--- src/rtl/msg_pkg.sv ---
// msg_pkg: shared constants and types for the message scroller.
//   SYM_W / BUF_DEPTH / ADDR_W : symbol width, buffer depth and buffer address width
//   SYM_BLANK / SYM_DASH       : display codes for a blank digit and a dash
//   state_t                    : scroller FSM encoding
//   next_idx()                 : advance a buffer index by one, modulo the message length
package msg_pkg;

  localparam int SYM_W     = 5;
  localparam int BUF_DEPTH = 16;
  localparam int ADDR_W    = 4;

  localparam logic [SYM_W-1:0] SYM_BLANK = 5'h12;
  localparam logic [SYM_W-1:0] SYM_DASH  = 5'h11;

  typedef enum logic [1:0] {
    ST_IDLE   = 2'd0,
    ST_SCROLL = 2'd1,
    ST_HOLD   = 2'd2
  } state_t;

  // last is the message length minus one. idx never exceeds last, so
  // a compare replaces a real modulo.
  function automatic logic [ADDR_W-1:0] next_idx(input logic [ADDR_W-1:0] idx,
                                                 input logic [ADDR_W-1:0] last);
    return (idx == last) ? '0 : idx + 4'd1;
  endfunction

endpackage

--- src/rtl/tick_gen.sv ---
// tick_gen: prescaler producing a one-cycle scroll tick every DIV enabled cycles.
//   clk, reset : clock, asynchronous active-high reset
//   en         : count enable; the count holds its value while low
//   clr        : synchronous clear, takes priority over counting
//   tick       : high in the cycle the count equals DIV-1 (while enabled)
module tick_gen #(
  parameter int DIV = 12500000
) (
  input  logic clk,
  input  logic reset,
  input  logic en,
  input  logic clr,
  output logic tick
);

  localparam int CW = $clog2(DIV);

  logic [CW-1:0] cnt;

  assign tick = en && (cnt == CW'(DIV - 1));

  always_ff @(posedge clk or posedge reset) begin
    if (reset) begin
      cnt <= '0;
    end else if (clr) begin
      cnt <= '0;
    end else if (en) begin
      cnt <= tick ? '0 : cnt + CW'(1);
    end
  end

endmodule

--- src/rtl/msg_scroller.sv ---
// msg_scroller: scrolls a message of 1..16 symbols across three display digits.
//   clk, reset                : clock, asynchronous active-high reset
//   wr_en, wr_addr, wr_data   : message buffer write port (usable in any state)
//   len                       : message length minus one, sampled on start
//   start, stop               : one-cycle pulses; stop wins over start
//   pause                     : level; freezes scrolling while high
//   hex2, hex1, hex0          : registered symbol codes, left to right
//   dp, en                    : registered decimal points and digit enables
//   busy                      : high in SCROLL or HOLD
//   wrap                      : one-cycle pulse after a tick that wrapped the position
//   state_dbg                 : current FSM state
//   dir (SCROLL_REVERSE_EN)   : when the macro is defined, dir=1 scrolls backwards
module msg_scroller
  import msg_pkg::*;
#(
  parameter int DIV   = 12500000,
  parameter int DEPTH = BUF_DEPTH
) (
  input  logic              clk,
  input  logic              reset,
  input  logic              wr_en,
  input  logic [ADDR_W-1:0] wr_addr,
  input  logic [SYM_W-1:0]  wr_data,
  input  logic [ADDR_W-1:0] len,
  input  logic              start,
  input  logic              stop,
  input  logic              pause,
`ifdef SCROLL_REVERSE_EN
  input  logic              dir,
`endif
  output logic [SYM_W-1:0]  hex2,
  output logic [SYM_W-1:0]  hex1,
  output logic [SYM_W-1:0]  hex0,
  output logic [2:0]        dp,
  output logic [2:0]        en,
  output logic              busy,
  output logic              wrap,
  output state_t            state_dbg
);

  logic [SYM_W-1:0]  mem [DEPTH];
  state_t            state;
  logic [ADDR_W-1:0] pos;
  logic [ADDR_W-1:0] last;   // message length minus one
  logic [ADDR_W-1:0] idx1;
  logic [ADDR_W-1:0] idx2;
  logic              tick;
  logic              fwd;

`ifdef SCROLL_REVERSE_EN
  assign fwd = ~dir;
`else
  assign fwd = 1'b1;
`endif

  // Chained single-step wraps give (pos+1) mod L and (pos+2) mod L,
  // which also covers L=1 and L=2 where symbols repeat.
  assign idx1 = next_idx(pos, last);
  assign idx2 = next_idx(idx1, last);

  assign busy      = (state != ST_IDLE);
  assign state_dbg = state;

  tick_gen #(.DIV(DIV)) u_tick_gen (
    .clk   (clk),
    .reset (reset),
    .en    (state == ST_SCROLL),
    .clr   (start),
    .tick  (tick)
  );

  // Buffer has no reset: contents survive reset and are undefined until written.
  always_ff @(posedge clk) begin
    if (wr_en) begin
      mem[wr_addr] <= wr_data;
    end
  end

  always_ff @(posedge clk or posedge reset) begin
    if (reset) begin
      state <= ST_IDLE;
      pos   <= '0;
      last  <= 4'hF;
      wrap  <= 1'b0;
    end else begin
      wrap <= 1'b0;
      if (stop) begin
        state <= ST_IDLE;
      end else if (start) begin
        state <= ST_SCROLL;
        pos   <= '0;
        last  <= len;
      end else begin
        if (tick) begin
          if (fwd) begin
            pos  <= next_idx(pos, last);
            wrap <= (pos == last);
          end else begin
            pos  <= (pos == '0) ? last : pos - 4'd1;
            wrap <= (pos == '0);
          end
        end
        case (state)
          ST_SCROLL: if (pause)  state <= ST_HOLD;
          ST_HOLD:   if (!pause) state <= ST_SCROLL;
          default:   ;
        endcase
      end
    end
  end

  // Display registers follow pos/state/buffer with one cycle of latency.
  always_ff @(posedge clk or posedge reset) begin
    if (reset) begin
      hex2 <= SYM_BLANK;
      hex1 <= SYM_BLANK;
      hex0 <= SYM_BLANK;
      en   <= 3'b000;
      dp   <= 3'b000;
    end else begin
      dp <= 3'b000;
      if (state == ST_IDLE) begin
        hex2 <= SYM_BLANK;
        hex1 <= SYM_BLANK;
        hex0 <= SYM_BLANK;
        en   <= 3'b000;
      end else begin
        hex2 <= mem[pos];
        hex1 <= mem[idx1];
        hex0 <= mem[idx2];
        en   <= 3'b111;
      end
    end
  end

endmodule
--- config.mk ---
export PLATFORM = sky130hd
export DESIGN_NAME = msg_scroller
export DESIGN_NICKNAME = d
export VERILOG_FILES = /design/src/rtl/msg_pkg.sv /design/src/rtl/tick_gen.sv /design/src/rtl/msg_scroller.sv
export SDC_FILE = /design/constraint.sdc
export NUM_CORES = 1
export LEC_CHECK = 0
export CORE_UTILIZATION = 48
export CTS_CLUSTER_SIZE = 20
export DETAILED_ROUTE_END_ITERATION = 10
export PLACE_DENSITY_LB_ADDON = 0.12
export RECOVER_POWER = 50
export SLEW_MARGIN = 20
export SYNTH_ARGS = -nofsm -noshare
export SYNTH_HDL_FRONTEND = slang
export SYNTH_SLANG_ARGS = --single-unit
export TNS_END_PERCENT = 20
--- constraint.sdc ---
create_clock -name clk -period 3.9 [get_ports clk]
set_input_delay 0.39 -clock clk [delete_from_list [all_inputs] [get_ports clk]]
set_output_delay 0.39 -clock clk [all_outputs]
set_load 0.01 [all_outputs]
* Word level (Yosys, flattened, before mapping) *
Memory sizes are Yosys's and may differ from the RTL's.
Index checks and enable logic that the tools add are counted.

storage, ports and cells
  register bits after elaboration = 53
  RAM bits = 80
  input port bits = 19
  output and inout port bits = 25
  word-level logic and storage cells = 51
  memories kept = 1

memory list
  memory  depth  width  read ports  clocked after memory_dff  write ports  RTL line            source
  mem     16     5      3           0                         1            msg_scroller.sv:41  logic [SYM_W-1:0] mem [DEPTH];

operators by class
  $add $sub $neg = 3
  equal/unequal tests = 7
  multiplexer cells = 21
  bitwise operators = 1
  reductions and logical operators = 9

operators by type and width
  kind                                                  count
  two-way mux 24 bit                                    3
  adder 24 x 1 -> 24 bit (second input constant)        1
  equality test 24 bit (second input constant)          1
  two-way mux 4 bit                                     4
  two-way mux 5 bit                                     3
  adder 4 x 1 -> 4 bit (second input constant)          2
  equality test 4 bit                                   2
  two-way mux 2 bit                                     4
  inequality test 4 bit (second input constant)         2
  nonzero test 2 bit                                    3
  two-way mux 1 bit                                     5
  one-hot mux 2 bit (2 select lines)                    1
  AND reduction 2 bit                                   2
  nonzero test 4 bit                                    1
  two-way mux 3 bit                                     1
  AND reduction 3 bit                                   1
  equality test 2 x 1 -> 1 bit (second input constant)  1
  equality test 2 bit (second input constant)           1
  logical NOT 2 bit                                     1
  logical AND 1 bit                                     1
  NOT 1 bit                                             1

* Longest topological paths before layout *
Gate-level depths: netlist (run 1).
An unclocked memory read counts as a cell.

  depth after elaboration = 6
  depth in mapped cells = 15
  depth with buffers taken out = 10

* Modules after synthesis *
A second synthesis (run 1) with hierarchy kept.

unflattened totals
  cell total of the unflattened synthesis = 639
  area total of the unflattened synthesis = 7268.2 sq um

by module, submodules not included
  module        instances  cells an instance  area an instance (sq um)  seq. area each (sq um)
  msg_scroller  1          503                5941.9                    3090.5
  tick_gen      1          136                1326.3                    600.6

* Least setup slack after synthesis (run 1) *
No wires, ideal clock.

  path kind = register -> register
  from = register pos[1]
  to = register hex0[3]
  library setup time = 0.139 ns
  data arrival time = 2.960 ns
  required time = 3.761 ns
  setup slack = 0.801 ns
  cell stages (with the launch flop) = 13
  buffers on the path = 4
  clock period less this slack = 3.099 ns
  cells stage by stage = dfrtp_1 > buf_2 > xnor2_2 > nand4_4 > nand2_4 > inv_4 > buf_6 > clkbuf_1 > ha_1 > clkbuf_1 > mux4_2 > a21oi_1 > a221oi_2

on the way
  word-level cells in the longest chain between the ends = 6
  elaborated cells on any way between the ends = 8
  classes of those cells = add/sub: 2; eq/ne: 2; mux: 3; memory: 1

ends and longest elaborated chain
  element                                                      RTL line             source
  start: declaration                                           msg_scroller.sv:43   logic [ADDR_W-1:0] pos;
  start signal: assignment                                     msg_scroller.sv:96   pos <= next_idx(pos, last);
  start signal: assignment                                     msg_scroller.sv:99   pos <= (pos == '0) ? last : pos - 4'd1;
  adder 4 x 1 -> 4 bit or equality test 4 bit (tied branches)  msg_pkg.sv:25        return (idx == last) ? '0 : idx + 4'd1;
  two-way mux 4 bit (*)                                        msg_pkg.sv:25
  adder 4 x 1 -> 4 bit or equality test 4 bit (tied branches)  msg_pkg.sv:25
  two-way mux 4 bit (*)                                        msg_pkg.sv:25
  memory (16 x 5 bit) (*)                                      --
  two-way mux 5 bit (*)                                        msg_scroller.sv:122  if (state == ST_IDLE) begin
  end signal: assignment                                       msg_scroller.sv:130  hex0 <= mem[idx2];
  end: declaration                                             msg_scroller.sv:33   output logic [SYM_W-1:0] hex0,

Mark *: on every way between the ends. The rest lies on a longest branch, timed or not.
A chain may end at the register's enable or synchronous reset.

* Worst setup path in the final report (run 1) *
  from = register pos[3]
  to = register hex0[2]

The elaborated chain is that of the path after synthesis.

==> results of run 1 <==
cell families (layout without fill, tap and decap cells):
family	after synthesis	after routing	synth area share
fa+ha+maj	6	6	0.0103
buf+inv	57	104	0.0421
simple gates	246	246	0.161
flops	131	131	0.504
other cells	1	3	0.000512
compound gates	122	122	0.127
xor+xnor	28	28	0.0412
mux	43	43	0.114
sequential cells by signal, summed over array words and instances, names as in the netlist:
name,flops
mem,80
u_tick_gen.cnt,24
hex0,5
hex1,5
hex2,5
last,4
pos,4
state_dbg,2
en,1
wrap,1
per-stage QoR:
step / power (mW) / worst slack (ns) / hold WS, ns / std cells
2_1_floorplan: 1.84 / 0.801 / 0.445 / 636
4_1_cts: 3.67 / 0.463 / 0.328 / 867
6_report: 3.65 / 0.412 / 0.509 / 867
3_3_place_gp: 2.00 / 0.619 / 0.475 / 835
3_5_place_dp: 2.00 / 0.491 / 0.483 / 835
5_1_grt: 3.77 / 0.173 / 0.522 / 867
power by group through the flow:
stage | logic, mW | clock network, mW | registers, mW
2_1_floorplan | 0.242 | 0 | 1.60
3_3_place_gp | 0.394 | 0 | 1.60
3_5_place_dp | 0.400 | 0 | 1.60
4_1_cts | 0.403 | 1.69 | 1.58
5_1_grt | 0.433 | 1.76 | 1.58
6_report | 0.403 | 1.67 | 1.58
final timing paths:
| kind | cells after the start | end | start | slack (ns) |
|---|---|---|---|---|
| worst max-delay path | 11 | hex0[2] | pos[3] | 0.41 |
| min in group asynchronous | 2 | hex2[2] | reset | 0.60 |
| max in group asynchronous | 3 | u_tick_gen.cnt[5] | reset | 1.24 |
| worst min-delay path | 3 | last[2] | len[2] | 0.51 |
| worst max register to register | 11 | hex0[2] | pos[3] | 0.41 |
| worst min register to register | 1 | u_tick_gen.cnt[20] | u_tick_gen.cnt[20] | 0.52 |
final cells by class:
type	count	share of cell area
Clock buffer	21	0.0621
Clock inverter	11	0.0127
Inverter	14	0.00650
Multi-Input combinational cell	448	0.393
Sequential cell	131	0.436
Tap cell	184	0.0272
Timing Repair Buffer	58	0.0624
cell usage in the layout, fill, tap and decap left out, types with 5 or more instances in the layout:
master	synthesis	layout
nor2b_1	6	6
nor2_1	54	54
ha_1	6	6
mux2_2	6	6
a211oi_1	15	15
clkbuf_16	0	21
dfrtp_1	41	40
xor2_1	15	15
nor3_1	17	17
dfstp_2	10	10
a21oi_1	16	16
o22ai_1	5	5
o21ai_0	20	20
and3_1	5	5
buf_4	10	16
mux4_2	28	28
o211ai_1	7	7
inv_1	13	13
nor4_1	5	5
nand2_1	85	85
mux2i_1	6	6
and2_1	7	7
edfxtp_1	80	80
xnor2_1	7	7
or2_2	7	7
clkdlybuf4s50_1	0	32
dlygate4sd3_1	0	8
a311oi_1	15	15
nand3_1	36	36
nand2b_1	6	6
per-layer routing:
metal | track usage | vias up | part of all wire
met4 | 0.115 | 0 | 0.033
met1 | 0.372 | 2761 | 0.43
met5 | 0 | - | 0
met3 | 0.0723 | 51 | 0.094
li1 | - | 2469 | -
met2 | 0.400 | 336 | 0.44
critical path, stage by stage (launching register included):
cell and delay [ns]:
dfrtp_1 0.57, xnor2_2 0.40, nand4_4 0.35, nand2_4 0.45
inv_4 0.04, ha_1 0.29, xnor2_1 0.47, buf_4 0.24
nand2_1 0.06, a31oi_1 0.16, nor3b_1 0.08, a211oi_2 0.27
==> results_dict.tcl, run 1 <==
set metrics [dict create \
    max-cap-violations 1 \
    synth_common_cells "85 x nand2_1, 80 x edfxtp_1, 54 x nor2_1" \
    synth-main-ff-cell "edfxtp_1" \
    post-route-period-util 0.894 \
    wire_per_inst_um 23.1 \
    insertion_delay_ns 0.43 \
    area_growth_pct 15.7 \
    start_util 0.498 \
    clock_power_share 0.457 \
    ir_worst_vdd_mv 0.311 \
    ctsHtreeMaxLevel 4 \
    power_frac_seq 0.432 \
    violations "design-rule violations, max-capacitance violations, max-slew violations" \
    pwr-share-comb 0.110 \
    drtIter0Drc 634 \
    core_um2 14700 \
    fin_tns_setup_ns 0 \
    ant_nets 0 \
    routed_wirelength_um 20000 \
    grt_max_degree 46 \
    grt_pass1_wl_um 31600 \
    rsz0062_at_grt "no" \
    crit_type "reg2reg" \
    ys_seq_elements 131 \
    portBuffers 40 \
    post_cts_buffers 0 \
    swShare 0.247 \
    fin_crit_ns 3.49 \
    ys_types 77 \
    via_count 5617 \
    die_area_um2 15700 \
    min_path_type "in2reg" \
    regArea_um2 3690 \
    drc 8 \
    syn_avg_cell_area_um2 11.5 \
    max_slew_margin -0.123 \
    yosys.area.top_type "edfxtp_1" \
    antenna_found_initial 0 \
    clock_sinks 131 \
    track_usage 0.269 \
    syn_inst 634 \
    clockBufferDepth 2 \
    firstDrtPassIters 8 \
    cts_hold_buffers 0 \
    die_y_um 125 \
    status "complete, but fails checks" \
    cts-buffers-inserted 17 \
    synth_top_area_share 0.328 \
    hold_violations 0 \
    worst_setup_path_end_kind "flip-flop" \
    critPathMaxFanout 33 \
    slew_viol_final 30 \
    fmax_mhz 287 \
    power_density_nw_per_um2 431 \
    finalInstanceArea_um2 8470 \
    num_rows 44 \
    n_fill_cell 1224 \
    root_buffer "clkbuf_16" \
    drive_gt1_frac 0.173 \
    setup_viol 0 \
    cts.clk_slew.worst_paths_ns 0.06 \
    synth_edf_count 80 \
    nets 695 \
    synth.most_common_cell "nand2_1" \
    place_area_um2 7840 \
    p_leak_nw 3.00 \
    p_int_mw 2.75 \
    tightestPinTransition_ns 1.68 \
    crit_arrival_ns 3.81 \
    hpwlAfterDp_um 14300 \
    p_sw_mw 0.902 \
    final_util 0.576 \
    grt_pass1_vias 5401 \
    diodes 0 \
    cp.required_ns 4.23 \
    worst_clock_skew_ns 0.0101 \
    synth_area_um2 7320 \
    seq_area_frac_synth 0.504 \
    start_kind "flip-flop" \
    multi_input_area_um2 3330 \
    overflow 0 \
    num_io_pins 44 \
    cts_resized 0 \
    die_w_um 125 \
    synth-async-reset-ratio 0.389 \
    vias_per_cell 6.48 \
    yosys_warnings 0 \
    cts_tree "built" \
    synthTopCellsByArea "edfxtp_1 33%, dfrtp_1 14%, mux4_2 8.6%" \
    gp_congestion 1.00 \
]
(Power assumes the default switching activity.)
==> run 2, diff against run 1 <==
Settings changed: PLACE_DENSITY from default to 0.77, PLACE_DENSITY_LB_ADDON 0.12 to default.
==> run 2 against run 1 <==
  * The run ends with design-rule violations left
  * Cell area decreased by 0.34%
  * Maximum frequency is 6.3% higher
  * Clock power fell by 5%
  * Cell count up 0.12%
  * Flip-flop and latch count unchanged
  * First-iteration DRC count is 24% higher
  * Largest power group is now registers
  * Count of clock-buffer cells in the layout decreased by 4
  * Critical endpoint is now hex0[3]
  * Hold slack got worse by 0.0019 ns
==> results_dict.tcl, run 2 (synthesis gave the netlist of run 1 again) <==
set metrics [dict create \
    tightestPinTransition_ns 1.23 \
    cts.clk_slew.worst_paths_ns 0.06 \
    cp.required_ns 4.18 \
    grt_pass1_vias 5521 \
    multi_input_area_um2 3330 \
    grt.met1_usage 0.353 \
    status "complete, but fails checks" \
    critPathMaxFanout 18 \
    cts-buffers-inserted 17 \
    max_slew_margin 0.180 \
    root_buffer "clkbuf_16" \
    rrSetupSlack_ns 0.62 \
    track_usage 0.270 \
    met2_usage 0.420 \
    wire_per_inst_um 23.3 \
    post-route-period-util 0.841 \
    fin_hold_ws_ns 0.507 \
    drive_gt1_frac 0.170 \
    rr_startpoint "pos[3]" \
    firstDrtPassIters 10 \
    diodes 0 \
    grt_pass1_wl_um 31800 \
    worst_path_max_delay_cell "dfrtp_1" \
    power_density_nw_per_um2 422 \
    start_kind "flip-flop" \
    gr-usage-met3 0.0736 \
    cpPeakStageDelay_ns 0.58 \
    n_fill_cell 1195 \
    regArea_um2 3690 \
    crit_start "pos[3]" \
    drc 6 \
    antenna_found_initial 0 \
    largest_reg_flops 80 \
    fin_crit_ns 3.28 \
    cts_tree "built" \
    overflow 0 \
    crit_arrival_ns 3.56 \
    p_int_mw 2.65 \
    final_util 0.574 \
    clock_power_share 0.443 \
    reg2reg_depth 9 \
    crit_type "reg2reg" \
    p_sw_mw 0.904 \
    vias_per_cell 6.54 \
    ctsHtreeMaxLevel 4 \
    finalInstanceArea_um2 8440 \
    most-common-layout-cells "85 x nand2_1, 80 x edfxtp_1, 54 x nor2_1, 40 x dfrtp_1, 36 x nand3_1" \
    min_path_type "in2reg" \
    p_leak_nw 2.98 \
    hpwlAfterDp_um 14600 \
    drtIter0Drc 783 \
    die_area_um2 15700 \
    die_y_um 125 \
    core_um2 14700 \
    clockBufferDepth 2 \
    clock_sinks 131 \
    via_count 5676 \
    insertion_delay_ns 0.42 \
    num_rows 44 \
    slew_viol_final 0 \
    worst_clock_skew_ns 0.00789 \
    regMostFlops "mem" \
    pwr-share-comb 0.113 \
    ir_worst_vdd_mv 0.359 \
    routed_wirelength_um 20200 \
    largestRegisters "mem: 80 flops, u_tick_gen.cnt: 24 flops" \
    swShare 0.254 \
    fin_tns_setup_ns 0 \
    path_cells "xnor2_2, nand4_4, nand2_1, inv_1, ha_1, buf_4, mux4_2, a21oi_1, a221oi_2" \
    start_util 0.498 \
    num_io_pins 44 \
    post_cts_buffers 0 \
    max-cap-violations 0 \
    portBuffers 40 \
    worst_setup_path_end_kind "flip-flop" \
    die_w_um 125 \
    cts_resized 0 \
    grt_busiest_layer "met2" \
    violations "design-rule violations" \
    rr_endpoint "hex0[3]" \
    fmax_mhz 305 \
    ant_nets 0 \
    cts_hold_buffers 0 \
    endpoint "hex0[3]" \
    grt_max_degree 35 \
    nets 696 \
    hold_violations 0 \
    rsz0062_at_grt "no" \
    setup_viol 0 \
    final_common_cell "nand2_1" \
    area_growth_pct 15.3 \
    power_frac_seq 0.444 \
    place_area_um2 7860 \
    gp_congestion 0.970 \
]
run 2: final cells by class:
type	instances	area share
Inverter	14	0.00653
Multi-Input combinational cell	448	0.394
Clock buffer	17	0.0504
Clock inverter	15	0.0184
Sequential cell	131	0.438
Timing Repair Buffer	59	0.0654
Tap cell	184	0.0273
run 2: power groups by stage:
stage	Combinational, mW	Clock (mW)	Sequential, mW
after floorplan	0.242	0	1.60
after global placement	0.390	0	1.60
after detailed placement	0.400	0	1.61
after CTS	0.402	1.60	1.58
after global routing	0.433	1.66	1.58
final	0.401	1.58	1.58
run 2: worst min path at each step:
| stage | startpoint | to | slack [ns] | depth (start not counted) |
|---|---|---|---|---|
| 6_report | len[2] | last[2] | 0.51 | 3 |
| 5_1_grt | len[2] | last[2] | 0.54 | 3 |
| 4_1_cts | reset | u_tick_gen.cnt[14] | 0.41 | 2 |
| 3_5_place_dp | u_tick_gen.cnt[23] | u_tick_gen.cnt[23] | 0.48 | 1 |
| 3_3_place_gp | u_tick_gen.cnt[23] | u_tick_gen.cnt[23] | 0.47 | 1 |
| 2_1_floorplan | u_tick_gen.cnt[23] | u_tick_gen.cnt[23] | 0.44 | 1 |
run 2: metal layers:
layer	vias up	share of wire	routed length [um]
li1	2470	-	-
met5	-	0	0
met3	77	0.094	1910
met1	2764	0.40	8190
met2	365	0.46	9400
met4	0	0.036	726
run 2: worst max-delay path, delay by kind of cell, from the launching register on:
kind                       cells  cell delay, ns
AOI/OAI and AO/OA              2            0.30
xor gates and xnor gates       1            0.40
adders and majority gates      1            0.36
buffers and inverters          2            0.45
DFF                            1            0.58
muxes                          1            0.53
and+or+nand+nor                2            0.50
run 2: stage by stage:
| stage | worst slack, ns | std cells | total power [mW] |
|---|---|---|---|
| after global placement | 0.805 | 836 | 1.99 |
| after floorplan | 0.801 | 636 | 1.84 |
| after global routing | 0.457 | 868 | 3.68 |
| after CTS | 0.688 | 868 | 3.58 |
| after detailed placement | 0.723 | 836 | 2.01 |
| final | 0.619 | 868 | 3.56 |
